==> config.mk <==
export PLATFORM = sky130hd
export DESIGN_NAME = bit_scan_32
export DESIGN_NICKNAME = d
export VERILOG_FILES = /design/src/rtl/bit_scan_32.sv
export SDC_FILE = /design/constraint.sdc
export NUM_CORES = 1
export LEC_CHECK = 0
export BUFFER_PORTS_ARGS = -buffer_cell sky130_fd_sc_hd__buf_4
export CORE_ASPECT_RATIO = 1.1
export CORE_UTILIZATION = 60
export DETAILED_ROUTE_END_ITERATION = 10
export PLACE_DENSITY = 0.9
export SLEW_MARGIN = 20
export SYNTH_ARGS = -nofsm -noshare
export SYNTH_HDL_FRONTEND = slang
export SYNTH_SLANG_ARGS = --single-unit
==> constraint.sdc <==
create_clock -name clk -period 6.4 [get_ports clk]
set_input_delay 0.64 -clock clk [delete_from_list [all_inputs] [get_ports clk]]
set_output_delay 0.64 -clock clk [all_outputs]
set_load 0.01 [all_outputs]
==> src/rtl/bit_scan_32.sv <==
`default_nettype none
// ============================================================================
//  Module      : bit_scan_32
//  Description : Sequential set-bit enumerator. Accepts one WIDTH-bit word over
//                a valid/ready handshake and emits the index of every set bit,
//                one per cycle, over a valid/ready output stream. An all-zero
//                word produces a single beat flagged with zero=1.
//  Ports       : clk, rst        - clock, synchronous active-high reset
//                in_valid/in_ready/A          - input word handshake
//                out_valid/out_ready          - output beat handshake
//                idx   - index of current set bit
//                last  - current beat is the final beat of this word
//                zero  - accepted word was all-zero (single beat, idx=0)
//                cnt   - popcount of accepted word, held for the whole scan
//  Options     : `define BIT_SCAN_MSB_FIRST_EN to emit indices highest-first
//                (descending). Default build emits lowest-first (ascending).
//  Revision    : 1.0 - initial release
// ============================================================================
module bit_scan_32 #(
    parameter int WIDTH = 32,   // must equal 2**IDXW
    parameter int IDXW  = 5
) (
    input  logic             clk,
    input  logic             rst,
    input  logic             in_valid,
    output logic             in_ready,
    input  logic [WIDTH-1:0] A,
    output logic             out_valid,
    input  logic             out_ready,
    output logic [IDXW-1:0]  idx,
    output logic             last,
    output logic             zero,
    output logic [IDXW:0]    cnt
);

    typedef enum logic [1:0] {
        ST_IDLE  = 2'd0,
        ST_SCAN  = 2'd1,
        ST_EMPTY = 2'd2
    } state_t;

    state_t            state_q,     state_d;
    logic [WIDTH-1:0]  mask_q,      mask_d;
    logic              in_ready_q,  in_ready_d;
    logic              out_valid_q, out_valid_d;
    logic [IDXW-1:0]   idx_q,       idx_d;
    logic              last_q,      last_d;
    logic              zero_q,      zero_d;
    logic [IDXW:0]     cnt_q,       cnt_d;

    // Mask with the bit currently being emitted removed.
    logic [WIDTH-1:0]  w_mask_next;

    // Priority encoder over a mask; the scan direction is a build option.
    function automatic logic [IDXW-1:0] f_encode(input logic [WIDTH-1:0] m);
        logic [IDXW-1:0] r;
        r = '0;
`ifdef BIT_SCAN_MSB_FIRST_EN
        // Ascending loop: the highest set bit is written last and wins.
        for (int i = 0; i < WIDTH; i++) begin
            if (m[i]) r = IDXW'(i);
        end
`else
        // Descending loop: the lowest set bit is written last and wins.
        for (int i = WIDTH - 1; i >= 0; i--) begin
            if (m[i]) r = IDXW'(i);
        end
`endif
        return r;
    endfunction

    function automatic logic [IDXW:0] f_popcount(input logic [WIDTH-1:0] m);
        logic [IDXW:0] c;
        c = '0;
        for (int i = 0; i < WIDTH; i++) begin
            c = c + (IDXW+1)'(m[i]);
        end
        return c;
    endfunction

    // True when exactly one bit of the mask is set.
    function automatic logic f_onehot(input logic [WIDTH-1:0] m);
        return (m != '0) && ((m & (m - WIDTH'(1))) == '0);
    endfunction

    assign w_mask_next = mask_q & ~(WIDTH'(1) << idx_q);

    always_comb begin
        state_d     = state_q;
        mask_d      = mask_q;
        in_ready_d  = in_ready_q;
        out_valid_d = out_valid_q;
        idx_d       = idx_q;
        last_d      = last_q;
        zero_d      = zero_q;
        cnt_d       = cnt_q;

        case (state_q)
            ST_IDLE: begin
                // in_ready is 1 throughout IDLE, so in_valid alone accepts.
                if (in_valid) begin
                    mask_d      = A;
                    cnt_d       = f_popcount(A);
                    in_ready_d  = 1'b0;
                    out_valid_d = 1'b1;
                    if (A == '0) begin
                        state_d = ST_EMPTY;
                        idx_d   = '0;
                        last_d  = 1'b1;
                        zero_d  = 1'b1;
                    end else begin
                        state_d = ST_SCAN;
                        idx_d   = f_encode(A);
                        last_d  = f_onehot(A);
                        zero_d  = 1'b0;
                    end
                end
            end

            ST_SCAN: begin
                if (out_ready) begin
                    mask_d = w_mask_next;
                    if (last_q) begin
                        // cnt is deliberately held until the next accept.
                        state_d     = ST_IDLE;
                        in_ready_d  = 1'b1;
                        out_valid_d = 1'b0;
                        idx_d       = '0;
                        last_d      = 1'b0;
                        zero_d      = 1'b0;
                    end else begin
                        idx_d  = f_encode(w_mask_next);
                        last_d = f_onehot(w_mask_next);
                    end
                end
            end

            ST_EMPTY: begin
                if (out_ready) begin
                    state_d     = ST_IDLE;
                    in_ready_d  = 1'b1;
                    out_valid_d = 1'b0;
                    idx_d       = '0;
                    last_d      = 1'b0;
                    zero_d      = 1'b0;
                end
            end

            default: begin
                state_d     = ST_IDLE;
                mask_d      = '0;
                in_ready_d  = 1'b1;
                out_valid_d = 1'b0;
                idx_d       = '0;
                last_d      = 1'b0;
                zero_d      = 1'b0;
                cnt_d       = '0;
            end
        endcase
    end

    always_ff @(posedge clk) begin
        if (rst) begin
            state_q     <= ST_IDLE;
            mask_q      <= '0;
            in_ready_q  <= 1'b1;
            out_valid_q <= 1'b0;
            idx_q       <= '0;
            last_q      <= 1'b0;
            zero_q      <= 1'b0;
            cnt_q       <= '0;
        end else begin
            state_q     <= state_d;
            mask_q      <= mask_d;
            in_ready_q  <= in_ready_d;
            out_valid_q <= out_valid_d;
            idx_q       <= idx_d;
            last_q      <= last_d;
            zero_q      <= zero_d;
            cnt_q       <= cnt_d;
        end
    end

    assign in_ready  = in_ready_q;
    assign out_valid = out_valid_q;
    assign idx       = idx_q;
    assign last      = last_q;
    assign zero      = zero_q;
    assign cnt       = cnt_q;

endmodule
`default_nettype wire

After elaboration in Yosys (flattened, before gate mapping). Index checks and enable logic that the tools add are counted.

Bits in registers: 49. Input bits: 36.

Reductions and logical operators: 13. $add $sub $neg: 33. Bitwise operators: 6. Eq/ne operators: 6. Muxes and demuxes: 99. Shift operators: 1.

Operators with widths (count): $mux 5 (69); $add 6x1->6 (26); $and 32x32->32 (3); $logic_not 32->1 (3); $pmux 32 s3 (1); $mux 32 (2); $reduce_bool 32->1 (2); $sub 32x1->32 const B (2); $not 32->32 (1); $shl 1x5->32 const A (1); $pmux 5 s3 (1); $mux 1 (14); $pmux 1 s3 (4); $pmux 6 s2 (1); $mux 2 (5); $ne 2x2->1 const B (4); $add 5x1->6 (1); $mux 6 (1); $pmux 2 s3 (1); $reduce_and 3->1 (2); $add 4x1->5 (1); $add 3x1->4 (1); $reduce_and 4->1 (1); $add 2x1->3 (1); other kinds (8) (10).

Depth between registers and ports, before layout.
Depth after elaboration: 38. Depth in mapped cells: 17.

Least setup slack after synthesis. No wires, ideal clock.

Kind: input -> register. Start point: input A[5]. End point: register cnt_q[4], in the netlist cnt[4]. Data required time: 6.330 ns. Stages: 16. Arrival: 5.158 ns. Library setup time: 0.070 ns. Slack: 1.171 ns. Path through: clkbuf_1 > inv_1 > fa_1 > fa_1 > fa_1 > fa_1 > fa_1 > fa_1 > inv_1 > ha_1 > fa_1 > a21o_1 > a21oi_1 > xnor2_1 > nand3_1 > a21oi_1.

Cells in the longest elaborated chain, start to end: 29.

Ends and longest elaborated chain: start: declaration (line 27) `input logic [WIDTH-1:0] A,`; $add 5x1->6 (line 76) `c = c + (IDXW+1)'(m[i]);`; $add 6x1->6 (26 in series) (line 76); $mux 6 (line 101) `if (in_valid) begin`; $pmux 6 s2 (line 98) `case (state_q)`; end signal: assignment (line 180) `cnt_q <= cnt_d;`; end: declaration (line 49) `logic [IDXW:0] cnt_q, cnt_d;`.

Every way passes these cells. The select of a mux whose other input is x is not followed. A chain may end at the register's enable or synchronous reset.

Worst setup path after layout.
Start point: input A[17]. End point: register cnt_q[4], in the netlist cnt[4].

Cells in the longest elaborated chain, start to end: 17.

Ends and longest elaborated chain (line): $add 6x1->6 (15 in series) (76); $mux 6 (101); $pmux 6 s2 (98).

Every way passes these cells. The select of a mux whose other input is x is not followed.

==> results.yml <==
run_status:
  run_status: "complete, no violations"
logic_synthesis:
  seq_area_frac_synth_pct: 20.5
  yosys.area_share.adder_pct: 13.6
  synth_top_cells_by_count: "sky130_fd_sc_hd__nor2_1 (71), sky130_fd_sc_hd__dfxtp_1 (48), sky130_fd_sc_hd__nand2_1 (46)"
  muxShareOfSynthArea_pct: 0
  synthDominantCellAreaShare_pct: 20.5
  post_synth_main_area_contributors: "sky130_fd_sc_hd__dfxtp_1 (20%), sky130_fd_sc_hd__fa_1 (10%), sky130_fd_sc_hd__nor2_1 (5.7%)"
  dominant_combinational_cell_family_by_area_after_synthesis: "compound AO/OA/AOI/OAI gates"
  syn_inst: 621
  synth.most_common_cell: "sky130_fd_sc_hd__nor2_1"
  synth_simple_gate_area_share_pct: 24.3
  ys_async_sr_fraction_pct: 0
  synth.yosys.warnings: 0
  synth_top_flop_cell: "sky130_fd_sc_hd__dfxtp_1"
  synth_nets: 693
  synthesis.area_per_instance_um2: 7.56
  yosys.area_share.xor_xnor_pct: 0.559
  synth-compound-area-share_pct: 34.9
  synth-edff-count: 0
  post_synth_num_cell_types: 70
  netlist.top_cell.by_area: "sky130_fd_sc_hd__dfxtp_1"
  postSynthRegisterBits: 48
  syn_area_um2: 4700
drt:
  drt-vias-per-instance: 6.78
  antenna_violating_nets_post_route: 0
  drt-wirelength-per-cell_um: 19.3
  drt_iter0_markers: 500
  dr_total_vias: 5134
  drc_errors: 0
  firstDrtPassIters: 6
  wirelength_um: 14600
sta:
  final.period_utilization_pct: 78.6
  maxSlewHeadroom_pct: 36.4
  finalWorstPathRequiredPeriod_ns: 5.03
  setup_total_negative_slack_ns: 0
  timing_hold_violations_final: 0
  setup_viol: 0
  setup_repair_after_global_routing_missed_its_margin: "no"
  max_slew.worst_pin.slew_ns: 0.945
  final-max-slew-violation-count: 0
  worst_clock_skew_ns: 0.0168
  timing.fmax_mhz: 199
global_route:
  number_of_global_route_vias_before_repair: 4700
  global_route.overflow_total: 0
  grt_first_pass_wirelength_um: 23100
  grt_start_max_net_pins: 65
  antenna_found_initial: 0
  grt_use_total_pct: 36.5
worst_setup_path:
  setup.worst_path.class: "input port to flip-flop"
  timing.critical_path.slowest_stage_cell: "sky130_fd_sc_hd__fa_1"
  timing.critical_path.slowest_cell_delay_ns: 0.53
  critical_path.cell_chain: "buf_4 -> fa_1 -> inv_1 -> fa_1 -> inv_1 -> fa_1 -> inv_1 -> fa_1 -> fa_1 -> fa_1 -> inv_1 -> ha_1 -> fa_1 -> a21o_1 -> a21oi_1 -> xnor2_1 -> nand3_1 -> a21oi_1"
  crit_arrival_ns: 5.27
  crit_required_ns: 6.64
  crit_path_frequent_cell: "sky130_fd_sc_hd__fa_1"
  critPathMaxFanout: 8
  setup.worst_path.end_class: "flip-flop"
  worst_setup_path_start_kind: "input port"
power_and_ir_drop:
  areal_power_density_over_the_cells_nw_per_um2: 352
  total_leakage_power_nw: 1.97
  worst_supply_voltage_drop_on_vdd_v: 0.000667
worst_hold_path:
  hp-class: "flip-flop to flip-flop"
die:
  floorplan.io_pins: 51
  core-area_um2: 7510
  initial_core_util_pct: 62.5
  die_boundary_height_um: 94.8
  die_w_um: 86.4
  design.die.area_um2: 8190
  row_count: 33
clock_tree:
  clock_tree.buffer_depth: 2
  clock_tree_from_tritoncts: "yes"
  cts_setup_buffers: 0
  sinks_on_clock_net: 48
  cts.hold.buffers_added: 0
  cts.root.buffer_cell: "sky130_fd_sc_hd__clkbuf_8"
  ctsResizeCount: 0
  numCtsBuffers: 5
  clk_pin_slew_ns: 0.09
  cts.htree.levels: 2
  clkLatencyLatePin_ns: 0.31
final_layout:
  nNetsFinal: 723
  share_of_final_layout_standard_cells_stronger_than_drive_strength_1_pct: 14.3
  layout-area-overhead-vs-synth_pct: 10.8
  design_area_um2: 5210
  num_antenna_cells: 0
placed_design:
  globalplace.congestion: 0.959
  numPortBuffers: 50
  hpwl_dp_um: 11000
  place_area_um2: 5090
job:
  drv_cap: 0
==> report_power, final <==
group	total [W]	leakage (nW)	switching, W	internal (W)
Clock	0.000229	0.0541	0.000113	0.000116
Sequential	0.000422	0.397	0.0000608	0.000361
Combinational	0.00118	1.52	0.000686	0.000497
Total	0.00183	1.97	0.000860	0.000974
==> layout make-up <==
class | instances | area [um^2]
timing repair buffer | 53 | 398
clock inverter | 3 | 42.5
inverter | 39 | 146
multi-input combinational | 504 | 3460
fill | 679 | 2310
tap | 105 | 131
clock buffer | 5 | 68.8
sequential | 48 | 961
==> stage by stage <==
step                      std cells  power [W]  util, %  worst slack [ns]  hold slack, ns
after global routing            757    0.00201     69.3              1.19           0.486
after CTS                       757    0.00182     69.3              1.35           0.463
final                           757    0.00183     69.3              1.37           0.461
after global placement          749    0.00156     67.8              1.09           0.442
after detailed placement        749    0.00160     67.8              1.03           0.450
after floorplan                 621    0.00131        -              1.17           0.475
==> kinds of logic (layout without fill, tap and decap cells) <==
| family | after synthesis | in the layout |
|---|---|---|
| AOI/OAI and AO/OA | 239 | 239 |
| adders and majority gates | 37 | 37 |
| buffers and inverters | 69 | 100 |
| and+or+nand+nor | 225 | 225 |
| DFF | 48 | 48 |
| xor gates and xnor gates | 3 | 3 |
==> critical path, delay by kind of cell <==
kind	cells	cell delay, ns
buf+inv	5	0.34
xor+xnor	1	0.13
simple gates	1	0.09
compound gates	3	0.50
fa+ha+maj	8	3.56
==> routing by layer <==
| layer | wire length (um) | vias to the layer above | track usage (%) |
|---|---|---|---|
| met5 | 0 | - | 0 |
| met4 | 690 | 0 | 16.4 |
| met3 | 1270 | 59 | 5.59 |
| met2 | 6860 | 285 | 62.0 |
| met1 | 5760 | 2386 | 45.7 |
| li1 | - | 2404 | - |
==> registers in the layout (all words and copies together), names as in the netlist <==
name	count
mask_q	32
cnt	6
idx	5
state_q	2
in_ready	1
last	1
out_valid	1
==> cell usage in the layout (no fill, tap or decap), types with 20 or more instances in the layout <==
cell type / n
sky130_fd_sc_hd__o21ai_0: 35
sky130_fd_sc_hd__nand2_1: 46
sky130_fd_sc_hd__fa_1: 24
sky130_fd_sc_hd__a211oi_1: 31
sky130_fd_sc_hd__dfxtp_1: 48
sky130_fd_sc_hd__a21oi_1: 43
sky130_fd_sc_hd__inv_1: 39
sky130_fd_sc_hd__a22oi_1: 20
sky130_fd_sc_hd__buf_4: 53
sky130_fd_sc_hd__nor2_1: 70
==> path summary, 6_finish.rpt <==
kind,from,end,slack (ns),depth (start not counted)
worst min register to register,cnt[2],cnt[2],0.46,2
worst max-delay path,A[17],cnt[4],1.37,18
worst max register to register,idx[0],last,3.02,9
worst min-delay path,cnt[2],cnt[2],0.46,2
Power figures use the tool's default switching activity.
